**config.mk**
```make
export PLATFORM = sky130hd
export DESIGN_NAME = fetch_ctrl
export DESIGN_NICKNAME = d
export VERILOG_FILES = /design/src/rtl/fetch_ctrl.sv
export SDC_FILE = /design/constraint.sdc
export NUM_CORES = 1
export LEC_CHECK = 0
export BUFFER_PORTS_ARGS = -buffer_cell sky130_fd_sc_hd__buf_2
export CAP_MARGIN = 20
export CELL_PAD_IN_SITES_DETAIL_PLACEMENT = 2
export CELL_PAD_IN_SITES_GLOBAL_PLACEMENT = 2
export CORE_MARGIN = 2
export CORE_UTILIZATION = 28
export CTS_CLUSTER_DIAMETER = 120
export DETAILED_ROUTE_END_ITERATION = 7
export MAX_ROUTING_LAYER = met4
export PLACE_DENSITY_LB_ADDON = 0.1
export SYNTH_ARGS = -nofsm -noshare
export SYNTH_HDL_FRONTEND = slang
export SYNTH_SLANG_ARGS = --single-unit
```
**constraint.sdc**
```tcl
create_clock -name clk -period 3.6 [get_ports clk]
set_input_delay 0.72 -clock clk [delete_from_list [all_inputs] [get_ports clk]]
set_output_delay 0.72 -clock clk [all_outputs]
set_load 0.01 [all_outputs]
```
**src/rtl/fetch_ctrl.sv**
```systemverilog
// Instruction-fetch sequencer: owns the fetch PC, addresses the instruction
// memory and registers the fetched word into the F/D pipeline register.
module fetch_ctrl #(
  parameter logic [31:0] PC_RESET  = 32'h0000_3000,
  parameter logic [31:0] EXC_ENTRY = 32'h0000_4180,
  parameter logic [31:0] PC_LO     = 32'h0000_3000,
  parameter logic [31:0] PC_HI     = 32'h0000_6FFC
) (
  input  logic        clk,
  input  logic        reset,
  input  logic        stall,
  input  logic        is_branch_d,
  input  logic        br_taken,
  input  logic [31:0] br_target,
  input  logic        exc_req,
  input  logic        eret,
  input  logic [31:0] epc,
  output logic [11:0] im_addr,
  input  logic [31:0] im_data,
  output logic [31:0] pc_f,
  output logic [31:0] instr_d,
  output logic [31:0] pc_d,
  output logic        valid_d,
  output logic        adel_d,
  output logic        bd_d
);

  logic [31:0] r_pc_f, r_instr_d, r_pc_d;
  logic        r_valid_d, r_adel_d, r_bd_d;

  logic [31:0] w_pc_f_next, w_instr_d_next, w_pc_d_next;
  logic        w_valid_d_next, w_adel_d_next, w_bd_d_next;
  logic        w_fetch_err;

  // Unsigned 32-bit range and alignment check on the address being fetched.
  assign w_fetch_err = (r_pc_f[1:0] != 2'b00) || (r_pc_f < PC_LO) || (r_pc_f > PC_HI);

  always_comb begin
    w_pc_f_next    = r_pc_f;
    w_instr_d_next = r_instr_d;
    w_pc_d_next    = r_pc_d;
    w_valid_d_next = r_valid_d;
    w_adel_d_next  = r_adel_d;
    w_bd_d_next    = r_bd_d;
    if (exc_req || eret) begin
      // Redirects flush D; eret has no delay slot, so nothing is captured.
      w_pc_f_next    = exc_req ? EXC_ENTRY : epc;
      w_instr_d_next = 32'h0;
      w_pc_d_next    = 32'h0;
      w_valid_d_next = 1'b0;
      w_adel_d_next  = 1'b0;
      w_bd_d_next    = 1'b0;
    end else if (!stall) begin
      w_pc_f_next    = br_taken ? br_target : r_pc_f + 32'd4;
      w_pc_d_next    = r_pc_f;
      w_bd_d_next    = is_branch_d;
      w_valid_d_next = 1'b1;
      w_adel_d_next  = w_fetch_err;
      w_instr_d_next = w_fetch_err ? 32'h0 : im_data;
    end
  end

  always_ff @(posedge clk) begin
    if (reset) begin
      r_pc_f    <= PC_RESET;
      r_instr_d <= 32'h0;
      r_pc_d    <= 32'h0;
      r_valid_d <= 1'b0;
      r_adel_d  <= 1'b0;
      r_bd_d    <= 1'b0;
    end else begin
      r_pc_f    <= w_pc_f_next;
      r_instr_d <= w_instr_d_next;
      r_pc_d    <= w_pc_d_next;
      r_valid_d <= w_valid_d_next;
      r_adel_d  <= w_adel_d_next;
      r_bd_d    <= w_bd_d_next;
    end
  end

  assign im_addr = r_pc_f[13:2];
  assign pc_f    = r_pc_f;
  assign instr_d = r_instr_d;
  assign pc_d    = r_pc_d;
  assign valid_d = r_valid_d;
  assign adel_d  = r_adel_d;
  assign bd_d    = r_bd_d;

endmodule
```
### Word level (Yosys, flattened, before mapping)

Index checks and enable logic that the tools add are counted.
W data, S select, Z words.

* register bits after elaboration: 99
* latch bits: 0
* memory bits (writable): 0
* bits in read-only memories: 0
* input port bits: 103
* logic and storage cells: 20
* memories kept: 0

* add/sub/neg operators: 1
* multipliers: 0
* divide/modulo/power cells: 0
* magnitude comparators: 2
* eq/ne operators: 1
* shifts and indexed selects: 0
* mux-type cells: 5
* bitwise gates (word level): 0
* reductions and logical operators: 5

Operator list (count)
* $mux W32: 5
* $add A32 B3 Y32 const B: 1
* $gt A32 B15 Y1 const B: 1
* $lt A32 B14 Y1 const B: 1
* $logic_or A1 B1 Y1: 3
* $ne A2 B1 Y1 const B: 1
* $reduce_bool A2 Y1: 1
* $reduce_or A2 Y1: 1

### Depth between registers and ports, before layout

Gate-level depths: netlist of the first run.

* word-level depth: 4
* gate-level depth with buffers: 7
* depth with buffers taken out: 6

### Worst setup path after synthesis of the first run

No wires, ideal clock.

* path kind: input-to-reg
* start: in exc_req
* end: reg r_pc_f[25] (netlist: pc_f[25])
* library setup time: 0.115 ns
* arrival: 1.849 ns
* required time: 3.485 ns
* path slack: 1.636 ns
* stages on the path: 7
* path buffers: 2
* path through: clkbuf_1 > nor3b_2 > or2_2 > clkbuf_1 > a21oi_1 > a21oi_1 > o21a_1

* word-level cells in the longest chain between the ends: 2
* elaborated cells on any way between the ends: 4

Ends and longest elaborated chain
* start: declaration: line 15 `input logic exc_req,`
* $mux W32 / $logic_or A1 B1 Y1 (equally long branches): line 47, 45
* $mux W32 / $ne A2 B1 Y1 (equally long branches)
* end signal: assignment: line 72 `r_pc_f <= w_pc_f_next;`
* end: declaration: line 28 `logic [31:0] r_pc_f, r_instr_d, r_pc_d;`

Several ways; a longest one is shown, not always the timed one.
A chain may end at the register's enable or synchronous reset.

### Worst setup path in the final report of the first run

* start: in stall
* end: reg r_pc_f[24] (netlist: pc_f[24])

* word-level cells in the longest chain between the ends: 1

Ends and longest elaborated chain
* start: declaration: line 11 `input logic stall,`
* $ne A2 B1 Y1 (no source line)

Every way passes these cells.

==> flow_summary.ini, run 1 <==
[global_route]
grt_most_used_layer = met2
grt_util_met3_pct = 4.05
overflow = 0
grt_max_degree = 50
grt_pass1_wl_um = 30800
grt_pass1_vias = 5527
met1_usage_pct = 27.1
antenna_found_initial = 3
grt_usage_pct = 22.5
met2_usage_pct = 37.7

[floorplan]
start_util_pct = 28.8
dieArea_mm2 = 0.0182
rows = 47
ioPinCount = 214
coreArea_mm2 = 0.0167
die_w_um = 135
fp.dieH_um = 135

[logic_synthesis]
synth.most_common_cell = dfxtp_1
async_flop_share_pct = 0
synth.avg_cell_area_um2 = 8.64
yosys_warnings = 0
netlist_area_mm2 = 0.00481
synth_top_area_share_pct = 41.2
ys_seq_elements = 99
synth-seq-area-share_pct = 41.2
synth.area.top_cells = dfxtp_1 41%, mux2i_1 7.9%, nor2_1 7.0%
synth_nets = 660
ys.flop_type = dfxtp_1
ys_top_cells_by_count = 99 x dfxtp_1, 89 x nor2_1, 38 x mux2i_1, 36 x a22oi_1, 26 x a21oi_1
synth-edff-count = 0
post-synth-top-area-cell = dfxtp_1
synth.distinct_cells = 61
netlist_instances = 556

[power]
seqPwrFrac_pct = 46.7
leakage_nw = 2.74
p_sw_share_pct = 28.2
power_density_mw_per_mm2 = 403
pwr-share-clk_pct = 40.0
internal_power_w = 0.00180
p_comb_share_pct = 13.3
p_sw_w = 0.000707
peakVddDrop_v = 0.000202

[timing]
min_period_ns = 2.23
hold_viol_final = 0
maxSlewHeadroom_pct = 44.2
fmax_ghz = 0.448
setup_viol = 0
skew_ns = 0.00619
final_max_slew_viol_count = 0
rsz0062_at_grt = no
setup_tns_ns = 0
min_period_over_period_pct = 62.0
worst_slew_pin_slew_ns = 0.837

[finish]
num-nets-final = 836
syn_to_final_growth_pct = 29.7
final_layout_size_suffix_gt1_share_pct = 34.9
final_cells = 959

[routing]
wl_per_cell_um = 20.9
firstDrtPassIters = 4
drtIter0Drc = 213
ant_nets = 0
vias = 5045
wl_um = 20000
routed_via_density = 5.26
drc_errors = 0

[placement]
placed_cells = 941
port-buffer-count = 213
dp_hpwl_um = 14700
gp_congestion = 0.786

[critical_path]
critPathMaxFanout = 49
reg2reg_depth = 5
cp-start-kind = input pin
cp.required_ns = 3.82
end_kind = flop
path_class = in2reg
critical_path_arrival_ns = 2.45

[clock_network]
cts-resized-gates = 0
clock_path_buffers = 2
cts-root-buf = clkbuf_16
numCtsBuffers = 9
cts_setup_buffers = 0
htreeDepth = 3
path_clk_slew_ns = 0.07
holdBufCountCts = 0
clock_sinks = 99
clk_latency_ns = 0.36
tritoncts = yes

[min_path]
hold_class = reg2reg
min_path_cells = 1

[status]
status = finished clean

[flow_run]
maxCapViolations = 0
-- sequential cells by signal, summed over array words and instances, names as in the netlist --
register  cells
valid_d       1
pc_d         32
instr_d      32
pc_f         32
adel_d        1
bd_d          1
-- critical path, cell delays in order --
cell	delay (ns)
buf_4	0.53
inv_1	0.48
and4_1	0.29
a211oi_1	0.26
o22ai_1	0.13
-- kinds of logic after synthesis --
kind of cell,Yosys count,synth area share [%]
simple gates,188,19.4
compound gates,148,21.7
flops,99,41.2
buf+inv,70,7.16
mux,39,8.15
xor+xnor,11,2.00
fa+ha+maj,1,0.260
-- stage by stage --
| stage | worst slack (ns) | cell area (µm²) | hold slack, ns | total power (W) | util, % |
|---|---|---|---|---|---|
| floorplan | 1.64 | 4810 | 0.495 | 0.00138 | - |
| global placement | 1.05 | 5930 | 0.440 | 0.00152 | 35.5 |
| detailed placement | 0.965 | 5930 | 0.458 | 0.00153 | 35.5 |
| CTS | 1.36 | 6220 | 0.477 | 0.00254 | 37.3 |
| global route | 1.18 | 6230 | 0.519 | 0.00261 | 37.3 |
| finish | 1.37 | 6230 | 0.472 | 0.00251 | 37.3 |
-- path summary, 6_finish.rpt --
kind,startpoint,to,slack [ns]
worst min-delay path,valid_d,valid_d,0.47
worst max-delay path,stall,pc_f[24],1.37
worst min register to register,valid_d,valid_d,0.47
worst max register to register,pc_f[14],pc_f[20],1.47
-- layout by cell type (no fill, tap or decap), types with 7 or more instances in the layout --
cell type / n
a211oi_1: 7
a21oi_1: 26
a22oi_1: 36
buf_2: 212
buf_4: 11
clkbuf_16: 9
dfxtp_1: 99
inv_1: 10
mux2i_1: 38
nand2_1: 24
nand3_1: 13
nand4_1: 10
nor2_1: 89
nor3_1: 11
o211ai_1: 8
o21ai_0: 15
o221ai_1: 13
-- cell type report --
| class | instances | area [µm²] |
|---|---|---|
| multi-input combinational | 387 | 2490 |
| inverter | 12 | 45.0 |
| sequential | 99 | 1980 |
| antenna | 3 | 7.51 |
| clock buffer | 10 | 229 |
| fill | 1964 | 10500 |
| timing repair buffer | 223 | 1140 |
| clock inverter | 5 | 62.6 |
| tap | 220 | 275 |
-- power by group through the flow --
| stage | registers (W) | logic [W] | clock network, W |
|---|---|---|---|
| floorplan | 0.00118 | 0.000193 | 0 |
| global placement | 0.00119 | 0.000327 | 0 |
| detailed placement | 0.00120 | 0.000337 | 0 |
| CTS | 0.00117 | 0.000338 | 0.00103 |
| global route | 0.00118 | 0.000368 | 0.00107 |
| finish | 0.00117 | 0.000334 | 0.00100 |
-- layer usage --
metal,vias up,share of wire (%)
met3,32,4.2
met4,0,2.1
met2,135,50
met5,-,0
met1,2492,43
li1,2386,-
Note: power is estimated with default switching activity, not from simulation.
==> inputs of run 2 (changes only) <==
CORE_UTILIZATION = 24   (was 28)
clock period = 1.8 ns   (was 3.6 ns; I/O delays follow)
==> run 2 against run 1 <==
Compared with the run above: clock-buffer cell count decreased by 1; sequential share of layout area decreased by 3.4 points; global-route usage shrank 1.3 points; non-clock buffer count up 69; worst hold slack got worse by 0.25 ns.
==> flow_summary.ini, run 2 (synthesis gave the netlist of run 1 again) <==
[clock_network]
cts-root-buf = clkbuf_16
tritoncts = yes
holdBufCountCts = 0
htreeDepth = 3
clock_sinks = 99
numCtsBuffers = 9
clk_latency_ns = 0.37
clock_path_buffers = 2
path_clk_slew_ns = 0.08

[routing]
ant_nets = 0
wl_met1_um = 9990
top_layer = met4
wl_um = 22400
vias = 5364
firstDrtPassIters = 4
routed-wl-met3_um = 923
drc_errors = 0
wl_met2_um = 11200
drtIter0Drc = 163
routed_via_density = 5.00
wl_per_cell_um = 20.9

[placement]
port-buffer-count = 213
gp_congestion = 0.838
dp_hpwl_um = 16800

[critical_path]
critical_path_arrival_ns = 2.03
cp_num_buf_inv = 3
crit_path_cell_trace = buf_4, nor4_2, nand3_2, nor3_4, buf_12, clkbuf_16, a22oi_1, nor2_1
critPathMaxFanout = 16
path_class = reg2reg
cp_slowest_cell = dfxtp_1
max_stage_delay_ns = 0.36
critPathTopFamily = simple AND/OR/NAND/NOR gates
cp.required_ns = 2.10
cp-start-kind = flop
end_kind = flop

[finish]
syn_to_final_growth_pct = 45.5
mostFrequentLayoutCells = 212 x buf_2, 93 x dfxtp_1, 89 x nor2_1, 72 x buf_4, 38 x mux2i_1
final_layout_size_suffix_gt1_share_pct = 43.1
final_common_cell = buf_2
num-nets-final = 905
fin_util_pct = 35.8
nFillCells = 2328

[timing]
skew_ns = 0.00668
min_period_ns = 1.72
fmax_ghz = 0.580
rsz0062_at_grt = yes
final_max_slew_viol_count = 0
whs_ns = 0.223
hold_viol_final = 0
maxSlewHeadroom_pct = 56.0
setup_viol = 0
worst_slew_pin_slew_ns = 0.660
min_period_over_period_pct = 95.8

[floorplan]
fp.dieH_um = 146
ioPinCount = 214
dieArea_mm2 = 0.0212
rows = 51
coreArea_mm2 = 0.0195
start_util_pct = 24.6
die_w_um = 146

[global_route]
overflow = 0
antenna_found_initial = 1
grt_pass1_vias = 5949
grt_usage_pct = 21.2
grt_pass1_wl_um = 34300
grt_max_degree = 60

[min_path]
hold_class = in2reg

[power]
finalPower_w = 0.00532
leakage_nw = 3.14
peakVddDrop_v = 0.000445
power_density_mw_per_mm2 = 761

[flow_run]
maxCapViolations = 0

[status]
status = finished clean
==> run 2: changes by cell type in the layout (fill, tap and decap cells not counted), moves of 3 or more <==
cell	change
buf_12	+3
buf_4	+61
buf_6	+3
dfxtp_1	-6
dfxtp_2	+6
nor4_1	-5
nor4_2	+4
==> run 2: path summary, 6_finish.rpt <==
path	from	end	slack, ns	cells after the start
min reg2reg	valid_d	valid_d	0.47	1
max	pc_f[20]	instr_d[2]	0.08	8
max reg2reg	pc_f[20]	instr_d[2]	0.08	8
min	br_target[1]	pc_f[1]	0.22	3
==> run 2: timing repair <==
action                                 in CTS  in global routing
pin swaps                                   1                  5
gates cloned                                0                  2
resized for setup                           3                 22
setup buffers                               2                  3
endpoints found under the hold margin       0                  0
setup endpoints to repair                   3                 46
==> run 2: per-stage QoR <==
step	TNS, ns	worst slack, ns	instance area, µm²	std cells
2_1_floorplan	0	0.0264	4810	556
3_3_place_gp	0	0.0424	6480	1048
3_5_place_dp	-0.00135	-0.00135	6480	1048
4_1_cts	0	0.000817	6820	1066
5_1_grt	-0.0715	-0.0326	6990	1072
6_report	0	0.0752	6990	1072
==> run 2: metal layers <==
layer  track usage, %  up-vias
li1                 -     2520
met1             25.6     2691
met5                -        -
met3             3.92       23
met4             6.08        0
met2             36.2      130
==> run 2: final cells by class <==
class	count	area, µm²	area share (%)
inverters	12	45.0	0.644
diodes	1	2.50	0.0358
multi-input cells	387	2560	36.6
repair buffers	292	1750	25.0
clock buffers	9	225	3.22
well taps	265	332	4.74
clock inverters	7	91.3	1.31
flip-flops and latches	99	1990	28.4
==> run 2: power by group <==
| part | total [W] | leakage, nW | internal (W) | switching, W |
|---|---|---|---|---|
| sequential | 0.00229 | 0.806 | 0.00224 | 0.0000515 |
| combinational | 0.000877 | 2.18 | 0.000389 | 0.000488 |
| clock | 0.00215 | 0.151 | 0.00112 | 0.00104 |
| total | 0.00532 | 3.14 | 0.00374 | 0.00158 |
==> run 2: worst reg2reg max path: stages (launching register included) <==
cell and delay [ns]:
dfxtp_1 0.36, buf_4 0.17, nor4_2 0.25, nand3_2 0.13, nor3_4 0.22, buf_12 0.15, clkbuf_16 0.18, a22oi_1 0.08
nor2_1 0.13
